**config.mk**
```make
export PLATFORM = sky130hd
export DESIGN_NAME = gio_irq
export DESIGN_NICKNAME = d
export VERILOG_FILES = /design/src/rtl/gio_pkg.sv /design/src/rtl/gio_edge.sv /design/src/rtl/gio_irq.sv
export SDC_FILE = /design/constraint.sdc
export NUM_CORES = 1
export LEC_CHECK = 0
export ABC_AREA = 1
export CAP_MARGIN = 15
export CORE_MARGIN = 2
export CORE_UTILIZATION = 30
export CTS_BUF_LIST = sky130_fd_sc_hd__clkbuf_4
export DETAILED_ROUTE_END_ITERATION = 10
export MAX_ROUTING_LAYER = met4
export PLACE_DENSITY_LB_ADDON = 0.08
export SETUP_SLACK_MARGIN = 0.1
export SLEW_MARGIN = 5
export SYNTH_ARGS = -nofsm -noshare
export SYNTH_HDL_FRONTEND = slang
export SYNTH_SLANG_ARGS = --single-unit
```
**constraint.sdc**
```tcl
create_clock -name wb_clk -period 1.9 [get_ports wb_clk]
set_input_delay 0.285 -clock wb_clk [delete_from_list [all_inputs] [get_ports wb_clk]]
set_output_delay 0.285 -clock wb_clk [all_outputs]
set_load 0.005 [all_outputs]
```
**src/rtl/gio_pkg.sv**
```systemverilog
// Shared definitions for the gio_irq GPIO/interrupt peripheral: register map,
// ID constant, tick width and the Wishbone byte-lane mask helper.
package gio_pkg;

    localparam logic [2:0] GIO_OUT     = 3'd0;
    localparam logic [2:0] GIO_IN      = 3'd1;
    localparam logic [2:0] GIO_RISE_EN = 3'd2;
    localparam logic [2:0] GIO_FALL_EN = 3'd3;
    localparam logic [2:0] GIO_STAT    = 3'd4;
    localparam logic [2:0] GIO_TICK    = 3'd5;
    localparam logic [2:0] GIO_ID      = 3'd6;

    localparam logic [31:0] GIO_ID_BASE = 32'h6710_0000;
    localparam int          TICK_W      = 16;

    function automatic logic [31:0] lane_mask(input logic [3:0] sel);
        lane_mask = {{8{sel[3]}}, {8{sel[2]}}, {8{sel[1]}}, {8{sel[0]}}};
    endfunction

endpackage

```
**src/rtl/gio_edge.sv**
```systemverilog
// One input pin: two-flop synchroniser plus a history flop, giving the
// synchronised level and single-cycle rise/fall indications.
module gio_edge (
    input  logic clk,
    input  logic rst_n,
    input  logic pin,
    output logic level,
    output logic rise,
    output logic fall
);

    logic s1_r;
    logic s2_r;
    logic s3_r;

    // synchroniser chain and history flop
    always_ff @(posedge clk or negedge rst_n) begin
        if (!rst_n) begin
            s1_r <= 1'b0;
            s2_r <= 1'b0;
            s3_r <= 1'b0;
        end else begin
            s1_r <= pin;
            s2_r <= s1_r;
            s3_r <= s2_r;
        end
    end

    assign level = s2_r;
    assign rise  = s2_r & ~s3_r;
    assign fall  = ~s2_r & s3_r;

endmodule

```
**src/rtl/gio_irq.sv**
```systemverilog
// Wishbone GPIO peripheral: byte-lane output register with brake override,
// synchronised inputs with edge capture into a W1C status register, tick counter.
module gio_irq
    import gio_pkg::*;
#(
    parameter int          NGPO     = 8,
    parameter int          NGPI     = 8,
    parameter int          TICK_DIV = 50000,
    parameter logic [31:0] OUT_RST  = 32'h0000_0000,
    parameter logic [31:0] SAFE_VAL = 32'h0000_0000
) (
    input  logic            wb_clk,
    input  logic            wb_rst_n,
    input  logic            wb_cyc,
    input  logic            wb_stb,
    input  logic            wb_we,
    input  logic [3:0]      wb_sel,
    input  logic [7:0]      wb_adr,
    input  logic [31:0]     wb_dat,
    output logic [31:0]     wb_rdt,
    output logic            wb_ack,
    input  logic [NGPI-1:0] gpi,
    input  logic            ebrake,
    output logic [NGPO-1:0] q,
    output logic            irq
);

    localparam int             DIV_W    = $clog2(TICK_DIV);
    localparam logic [DIV_W-1:0] DIV_LAST = DIV_W'(TICK_DIV - 1);

    logic              ack_r;
    logic              commit_s;
    logic [31:0]       mask_s;
    logic [31:0]       rdt_s;
    logic [NGPO-1:0]   out_r;
    logic [NGPO-1:0]   q_r;
    logic [NGPI-1:0]   rise_en_r;
    logic [NGPI-1:0]   fall_en_r;
    logic [NGPI-1:0]   stat_r;
    logic [NGPI-1:0]   stat_nxt_s;
    logic [NGPI-1:0]   set_s;
    logic [NGPI-1:0]   clr_s;
    logic [NGPI-1:0]   in_s;
    logic [NGPI-1:0]   rise_s;
    logic [NGPI-1:0]   fall_s;
    logic              irq_r;
    logic              wr_out_s;
    logic              wr_rise_s;
    logic              wr_fall_s;
    logic              wr_stat_s;
    logic              eb1_r;
    logic              eb_sync_r;
    logic [DIV_W-1:0]  div_r;
    logic [TICK_W-1:0] tick_r;
    logic              unused_s;

    for (genvar i = 0; i < NGPI; i++) begin : g_pin
        gio_edge u_edge (
            .clk   (wb_clk),
            .rst_n (wb_rst_n),
            .pin   (gpi[i]),
            .level (in_s[i]),
            .rise  (rise_s[i]),
            .fall  (fall_s[i])
        );
    end

    // The ack blocks a second commit, so each access writes (and W1C clears) once.
    assign commit_s   = wb_cyc & wb_stb & wb_we & ~ack_r;
    assign mask_s     = lane_mask(wb_sel);
    assign set_s      = (rise_s & rise_en_r) | (fall_s & fall_en_r);
    assign clr_s      = wr_stat_s ? (wb_dat[NGPI-1:0] & mask_s[NGPI-1:0]) : '0;
    assign stat_nxt_s = (stat_r & ~clr_s) | set_s;
    assign unused_s   = &{1'b0, wb_adr[7:5], wb_adr[1:0], wb_dat, mask_s};

    // write decoder
    always_comb begin
        wr_out_s  = 1'b0;
        wr_rise_s = 1'b0;
        wr_fall_s = 1'b0;
        wr_stat_s = 1'b0;
        if (commit_s) begin
            case (wb_adr[4:2])
                GIO_OUT:     wr_out_s  = 1'b1;
                GIO_RISE_EN: wr_rise_s = 1'b1;
                GIO_FALL_EN: wr_fall_s = 1'b1;
                GIO_STAT:    wr_stat_s = 1'b1;
                default:     wr_out_s  = 1'b0;
            endcase
        end else begin
            wr_out_s = 1'b0;
        end
    end

    // read multiplexer
    always_comb begin
        rdt_s = 32'h0000_0000;
        case (wb_adr[4:2])
            GIO_OUT:     rdt_s = 32'(out_r);
            GIO_IN:      rdt_s = 32'(in_s);
            GIO_RISE_EN: rdt_s = 32'(rise_en_r);
            GIO_FALL_EN: rdt_s = 32'(fall_en_r);
            GIO_STAT:    rdt_s = 32'(stat_r);
            GIO_TICK:    rdt_s = {eb_sync_r, 15'h0000, tick_r};
            GIO_ID:      rdt_s = GIO_ID_BASE | (32'(NGPI) << 8) | 32'(NGPO);
            default:     rdt_s = 32'h0000_0000;
        endcase
    end

    // bus handshake and software-visible registers
    always_ff @(posedge wb_clk or negedge wb_rst_n) begin
        if (!wb_rst_n) begin
            ack_r     <= 1'b0;
            out_r     <= OUT_RST[NGPO-1:0];
            rise_en_r <= '0;
            fall_en_r <= '0;
            stat_r    <= '0;
            irq_r     <= 1'b0;
        end else begin
            ack_r <= ~ack_r & wb_cyc & wb_stb;
            if (wr_out_s) begin
                out_r <= (out_r & ~mask_s[NGPO-1:0]) | (wb_dat[NGPO-1:0] & mask_s[NGPO-1:0]);
            end
            if (wr_rise_s) begin
                rise_en_r <= (rise_en_r & ~mask_s[NGPI-1:0]) | (wb_dat[NGPI-1:0] & mask_s[NGPI-1:0]);
            end
            if (wr_fall_s) begin
                fall_en_r <= (fall_en_r & ~mask_s[NGPI-1:0]) | (wb_dat[NGPI-1:0] & mask_s[NGPI-1:0]);
            end
            stat_r <= stat_nxt_s;
            irq_r  <= |stat_nxt_s;
        end
    end

    // brake synchroniser, output pin register and tick divider
    always_ff @(posedge wb_clk or negedge wb_rst_n) begin
        if (!wb_rst_n) begin
            eb1_r     <= 1'b0;
            eb_sync_r <= 1'b0;
            q_r       <= OUT_RST[NGPO-1:0];
            div_r     <= '0;
            tick_r    <= '0;
        end else begin
            eb1_r     <= ebrake;
            eb_sync_r <= eb1_r;
            q_r       <= eb_sync_r ? SAFE_VAL[NGPO-1:0] : out_r;
            if (div_r == DIV_LAST) begin
                div_r  <= '0;
                tick_r <= tick_r + TICK_W'(1);
            end else begin
                div_r <= div_r + DIV_W'(1);
            end
        end
    end

    assign wb_rdt = rdt_s;
    assign wb_ack = ack_r;
    assign q      = q_r;
    assign irq    = irq_r;

endmodule
```
==> results_dict.tcl, run 1 <==
set metrics [dict create \
    run_status "finished clean" \
    postSynthCellCount 547 \
    period_needed_ns 1.753 \
    critPathCaptureType "output pin" \
    synth.most_common_cell "nand2_1" \
    place.port_buffers 58 \
    dieArea_mm2 0.01659 \
    initial_core_util 0.3074 \
    slew_violations 0 \
    skew_ns 0.01192 \
    ioPinCount 100 \
    insertion_delay_ns 0.49 \
    antenna_left 0 \
    cts_made_buffers 9 \
    stdcell_count 852 \
    critical_path_arrival_ns 1.47 \
    final_core_util 0.3925 \
    place.gp.congestion 0.8482 \
    hold_slack_ns 0.1455 \
    worstHoldPathType "primary input to asynchronous set/reset pin" \
    firstDrtPassIters 4 \
    ys_warn_count 0 \
    cts-htree-levels 3 \
    avgSynthCellArea_um2 8.543 \
    syn_to_final_growth_pct 27.68 \
    ys_top_cells_by_count "130 x nand2_1, 100 x dfrtp_1, 72 x inv_1, 56 x nor2_1, 42 x o21ai_0" \
    drtIter0Drc 182 \
    start_kind "flip-flop" \
    fin_nets 718 \
    vias_per_cell 4.540 \
    fmax_ghz 0.5705 \
    die_w_um 128.8 \
    drv_cap 0 \
    yosysTopAreaCell "dfrtp_1" \
    critPathMaxFanout 3 \
    via_count 3868 \
    synth.area.top_cells "dfrtp_1 54%, nand2_1 10%, inv_1 5.8%, nor2_1 4.5%, o21ai_0 4.5%" \
    critical_path_required_ns 1.62 \
    grt_pass1_vias 4027 \
    synth_top_area_frac 0.5355 \
    gr-total-overflow 0 \
    track_usage 0.1647 \
    nFillCells 1595 \
    clkSinkCount 100 \
    setup_viol 0 \
    cts_max_path_buffers 2 \
    die_h_um 128.8 \
    r2r_start "g_pin[4].u_edge.level$_DFF_PN0_" \
    drc 0 \
    p_leak_nw 2.815 \
    ys_seq_elements 100 \
    wl_per_cell_um 14.47 \
    irDropWorstVdd_mv 0.3609 \
    cts_tree "yes" \
    path_class "flip-flop to output pin" \
    ff2ff_path_depth 12 \
    cts_root_buf "clkbuf_4" \
    synthFlopType "dfrtp_1" \
    finalHoldViolations 0 \
    final.period_utilization 0.9225 \
    routed_wl_um 12330 \
    rr_endpoint "irq$_DFF_PN0_" \
    antenna_found_initial 1 \
    grt_max_degree 67 \
    p_per_area_mw_per_mm2 680.6 \
    ys_seq_area_frac 0.5355 \
    grt_pass1_wl_um 20410 \
    r2r_slack_ns 0.25 \
    synth_edf_count 0 \
    dp_cells 804 \
    rsz0062_at_grt "yes" \
    ys_types 32 \
    num_rows 45 \
    drive_above_1_share 0.1946 \
    clkTransAtPathRegs_ns 0.16 \
    ys_async_sr_fraction 1.000 \
    synthesis.area_mm2 0.004673 \
    dp_hpwl_um 8533 \
    core_area_mm2 0.01520 \
]
[cells in the final DEF (no fill, tap or decap), drive strengths merged, types with 2 or more instances in the layout]
| master | instances |
|---|---|
| xnor2 | 4 |
| conb | 9 |
| a21oi | 19 |
| nand3 | 29 |
| o2bb2ai | 2 |
| nand4 | 10 |
| dfrtp | 100 |
| nor3 | 18 |
| inv | 78 |
| clkbuf | 9 |
| buf | 67 |
| clkinv | 4 |
| clkinvlp | 2 |
| ha | 2 |
| dlygate4sd2 | 15 |
| a221oi | 2 |
| nand2 | 136 |
| xor2 | 17 |
| o21ai | 45 |
| clkdlybuf4s50 | 31 |
| nor2 | 59 |
[repair_timing]
item	CTS	global route
resized for setup	84	13
hold buffers	1	0
setup endpoints to repair	23	22
buffers inserted	27	3
pin swaps	9	17
hold endpoints to repair	100	0
[critical path, stage by stage (launching register included)]
cell and delay, ns:
dfrtp_1 0.43, nand2_1 0.06, o21ai_1 0.05, a21oi_1 0.15, nand4_1 0.14, buf_2 0.16
[cell families (layout without fill, tap and decap cells)]
logic type	Yosys count	count (layout)	share of synthesized area
fa+ha+maj	2	2	0.005354
buf+inv	99	207	0.09960
simple gates	254	254	0.2391
compound gates	70	70	0.08032
other cells	1	10	0.0008024
flops	100	100	0.5355
xor+xnor	21	21	0.03936
[cell type report]
class / instances / area (um2) / share of cell area
Antenna cell: 1 / 2.502 / 0.0004194
Clock buffer: 9 / 67.56 / 0.01132
Clock inverter: 7 / 50.05 / 0.008388
Inverter: 77 / 305.3 / 0.05116
Multi-Input combinational cell: 356 / 1800 / 0.3017
Sequential cell: 100 / 2504 / 0.4196
Tap cell: 188 / 235.2 / 0.03942
Timing Repair Buffer: 114 / 1002 / 0.1680
[per-layer routing]
| metal | track usage | up-vias | wire, um |
|---|---|---|---|
| li1 | - | 1928 | - |
| met1 | 0.2040 | 1832 | 5595 |
| met2 | 0.2683 | 91 | 5959 |
| met3 | 0.03326 | 17 | 524 |
| met4 | 0.05882 | 0 | 250 |
| met5 | - | - | 0 |
[where the power goes]
group	total (mW)	internal (mW)	switching (mW)
Sequential	2.39	2.28	0.107
Clock	1.06	0.277	0.781
Combinational	0.613	0.320	0.293
Total	4.06	2.88	1.18
[stage by stage]
step / power, mW / instance area [um2] / setup TNS [ns] / worst slack (ns)
finish: 4.061 / 5967 / 0 / 0.1472
global route: 4.303 / 5967 / -0.01730 / -0.01730
CTS: 4.090 / 5914 / 0 / 0.05517
detailed placement: 2.970 / 5570 / -10.82 / -0.5218
global placement: 2.962 / 5570 / -9.729 / -0.5169
floorplan: 2.625 / 4703 / 0 / 0.4488
[worst max-delay path by stage]
stage	end	slack, ns	cells after the start
final	wb_rdt[5]	0.15	5
after global routing	wb_rdt[0]	-0.02	5
after CTS	wb_rdt[5]	0.06	5
after detailed placement	wb_rdt[3]	-0.52	9
after global placement	wb_rdt[3]	-0.52	9
after floorplan	tick_r[4]$_DFFE_PN0N_	0.45	10
Note: power is estimated with default switching activity, not from simulation.
==> inputs of run 2 (changes only) <==
- GPL_TIMING_DRIVEN: unset -> 0
- clock period: 1.9 -> 1.5 ns (I/O delays scaled with it)
==> run 2 against run 1 <==
- the flow now finishes with violations (setup timing)
- sequential share of layout area fell by 6.5 points
- clock power grew 42%
- count of clock-buffer cells in the layout is 2 higher
- worst hold slack better by 0.011 ns
- via count up 7.3%
- non-clock buffer count increased by 51
- worst setup slack worse by 0.36 ns
- critical path depth unchanged
- critical endpoint is now wb_rdt[2]
- largest cell class unchanged
- highest routed layer unchanged
==> results_dict.tcl, run 2 (synthesized netlist as in run 1, its figures left out) <==
set metrics [dict create \
    critPathCaptureType "output pin" \
    n_antenna_cell 0 \
    wl_per_cell_um 15.15 \
    die_h_um 128.8 \
    rr_endpoint "irq$_DFF_PN0_" \
    irDropWorstVdd_mv 0.4573 \
    path_class "flip-flop to output pin" \
    rsz0062_at_grt "yes" \
    critical_path_required_ns 1.27 \
    place.port_buffers 58 \
    place_area_mm2 0.005553 \
    cts_made_buffers 9 \
    fin_setup_tns_ns -1.150 \
    finalHoldViolations 0 \
    syn_to_final_growth_pct 51.65 \
    num_rows 45 \
    p_leak_nw 3.343 \
    period_needed_ns 1.712 \
    antenna_left 0 \
    drc 0 \
    firstDrtPassIters 4 \
    switchingPower_mw 1.516 \
    nFillCells 1476 \
    p_sw_frac 0.2790 \
    p_per_area_mw_per_mm2 766.7 \
    run_status "finished with violations" \
    fmax_ghz 0.5842 \
    combPwrFrac 0.164 \
    pre_cts_ws_ns -1.465 \
    cts_root_buf "clkbuf_4" \
    p_seq_frac 0.560 \
    core_area_mm2 0.01520 \
    min_to "g_pin[5].u_edge.s1_r$_DFF_PN0_" \
    insertion_delay_ns 0.48 \
    vias_per_cell 4.600 \
    p_int_mw 3.917 \
    r2r_slack_ns 0.01 \
    start_kind "flip-flop" \
    stdcell_count 902 \
    critPathMaxFanout 3 \
    cts_tree "yes" \
    worstHoldPathType "primary input to flip-flop" \
    initial_core_util 0.3074 \
    multi_input_area_mm2 0.002338 \
    hold_depth 1 \
    drive_above_1_share 0.4370 \
    register_area_mm2 0.002512 \
    grt_max_degree 55 \
    cts-htree-levels 3 \
    dieArea_mm2 0.01659 \
    via_count 4149 \
    die_w_um 128.8 \
    antenna_found_initial 0 \
    grt_pass1_vias 4201 \
    clkTransAtPathRegs_ns 0.16 \
    worstHoldStart "gpi[5]" \
    r2r_start "wb_ack$_DFF_PN0_" \
    clkSinkCount 100 \
    dp_hpwl_um 8497 \
    fin_nets 769 \
    mostFrequentLayoutCells "93 x nand2_1, 92 x dfrtp_1, 82 x buf_4" \
    ff2ff_path_depth 10 \
    track_usage 0.1801 \
    gr-total-overflow 0 \
    cts_max_path_buffers 2 \
    layout_commonest_cell "nand2_1" \
    routed_wl_um 13670 \
    p_clk_frac 0.276 \
    drtIter0Drc 288 \
    violations "setup timing" \
    ioPinCount 100 \
    fin_ws_ns -0.2117 \
    setup_viol 8 \
    place.gp.congestion 0.8181 \
    critical_path_arrival_ns 1.49 \
    hold_slack_ns 0.1568 \
    skew_ns 0.01536 \
    final.period_utilization 1.141 \
    grt_pass1_wl_um 22310 \
    fin_area_mm2 0.007087 \
    dp_cells 802 \
    slew_violations 0 \
    drv_cap 0 \
]
## run 2: critical path: stages, from the launching register on
cell     delay (ns)
dfrtp_1        0.43
inv_1          0.06
o21ai_1        0.05
a21oi_1        0.13
nand4_1        0.16
buf_2          0.17
## run 2: final cells by class
type / instances / share of cell area
buffer: 21 / 0.02878
tap: 188 / 0.03319
multi-input combinational: 356 / 0.3300
inverter: 77 / 0.04555
clock buffer: 11 / 0.01165
sequential: 100 / 0.3545
clock inverter: 5 / 0.008475
timing repair buffer: 144 / 0.1879
## run 2: per-stage QoR
stage	total power, mW	utilization
after detailed placement	3.676	0.3653
after floorplan	3.325	-
final	5.433	0.4662
after global placement	3.660	0.3634
after CTS	5.422	0.4422
after global routing	5.745	0.4662
## run 2: metal layers
layer  global-route usage  wire (um)
met5                    -          0
met3              0.04075        565
met4              0.04284        218
met1               0.2260       6105
met2               0.2969       6778
## run 2: what timing repair did
item | in CTS | in global routing
setup buffers | 79 | 10
hold buffers | 1 | 0
pin swaps | 32 | 33
resized for setup | 260 | 106
hold endpoints to repair | 46 | 0
endpoints found under the setup margin | 84 | 82
cloned | 5 | 1
## run 2: how the worst max path moves through the flow
| stage | startpoint | to | slack, ns | cells after the start |
|---|---|---|---|---|
| 5_1_grt | flip-flop | wb_rdt[2] | -0.32 | 5 |
| 3_5_place_dp | wb_adr[4] | wb_rdt[3] | -1.47 | 6 |
| 2_1_floorplan | div_r[0]$_DFF_PN0_ | tick_r[4]$_DFFE_PN0N_ | 0.12 | 10 |
| 6_report | flip-flop | wb_rdt[2] | -0.21 | 5 |
| 4_1_cts | stat_r[0]$_DFF_PN0_ | wb_rdt[0] | -0.26 | 5 |
| 3_3_place_gp | wb_rst_n | g_pin[5].u_edge.s1_r$_DFF_PN0_ | -3.91 | 1 |
## run 2: power groups by stage
| stage | clock network, mW | registers [mW] | logic (mW) |
|---|---|---|---|
| after global routing | 1.69 | 3.07 | 0.990 |
| final | 1.50 | 3.04 | 0.891 |
| after floorplan | 0 | 3.03 | 0.291 |
| after CTS | 1.57 | 3.02 | 0.833 |
| after detailed placement | 0 | 3.06 | 0.612 |
| after global placement | 0 | 3.06 | 0.596 |
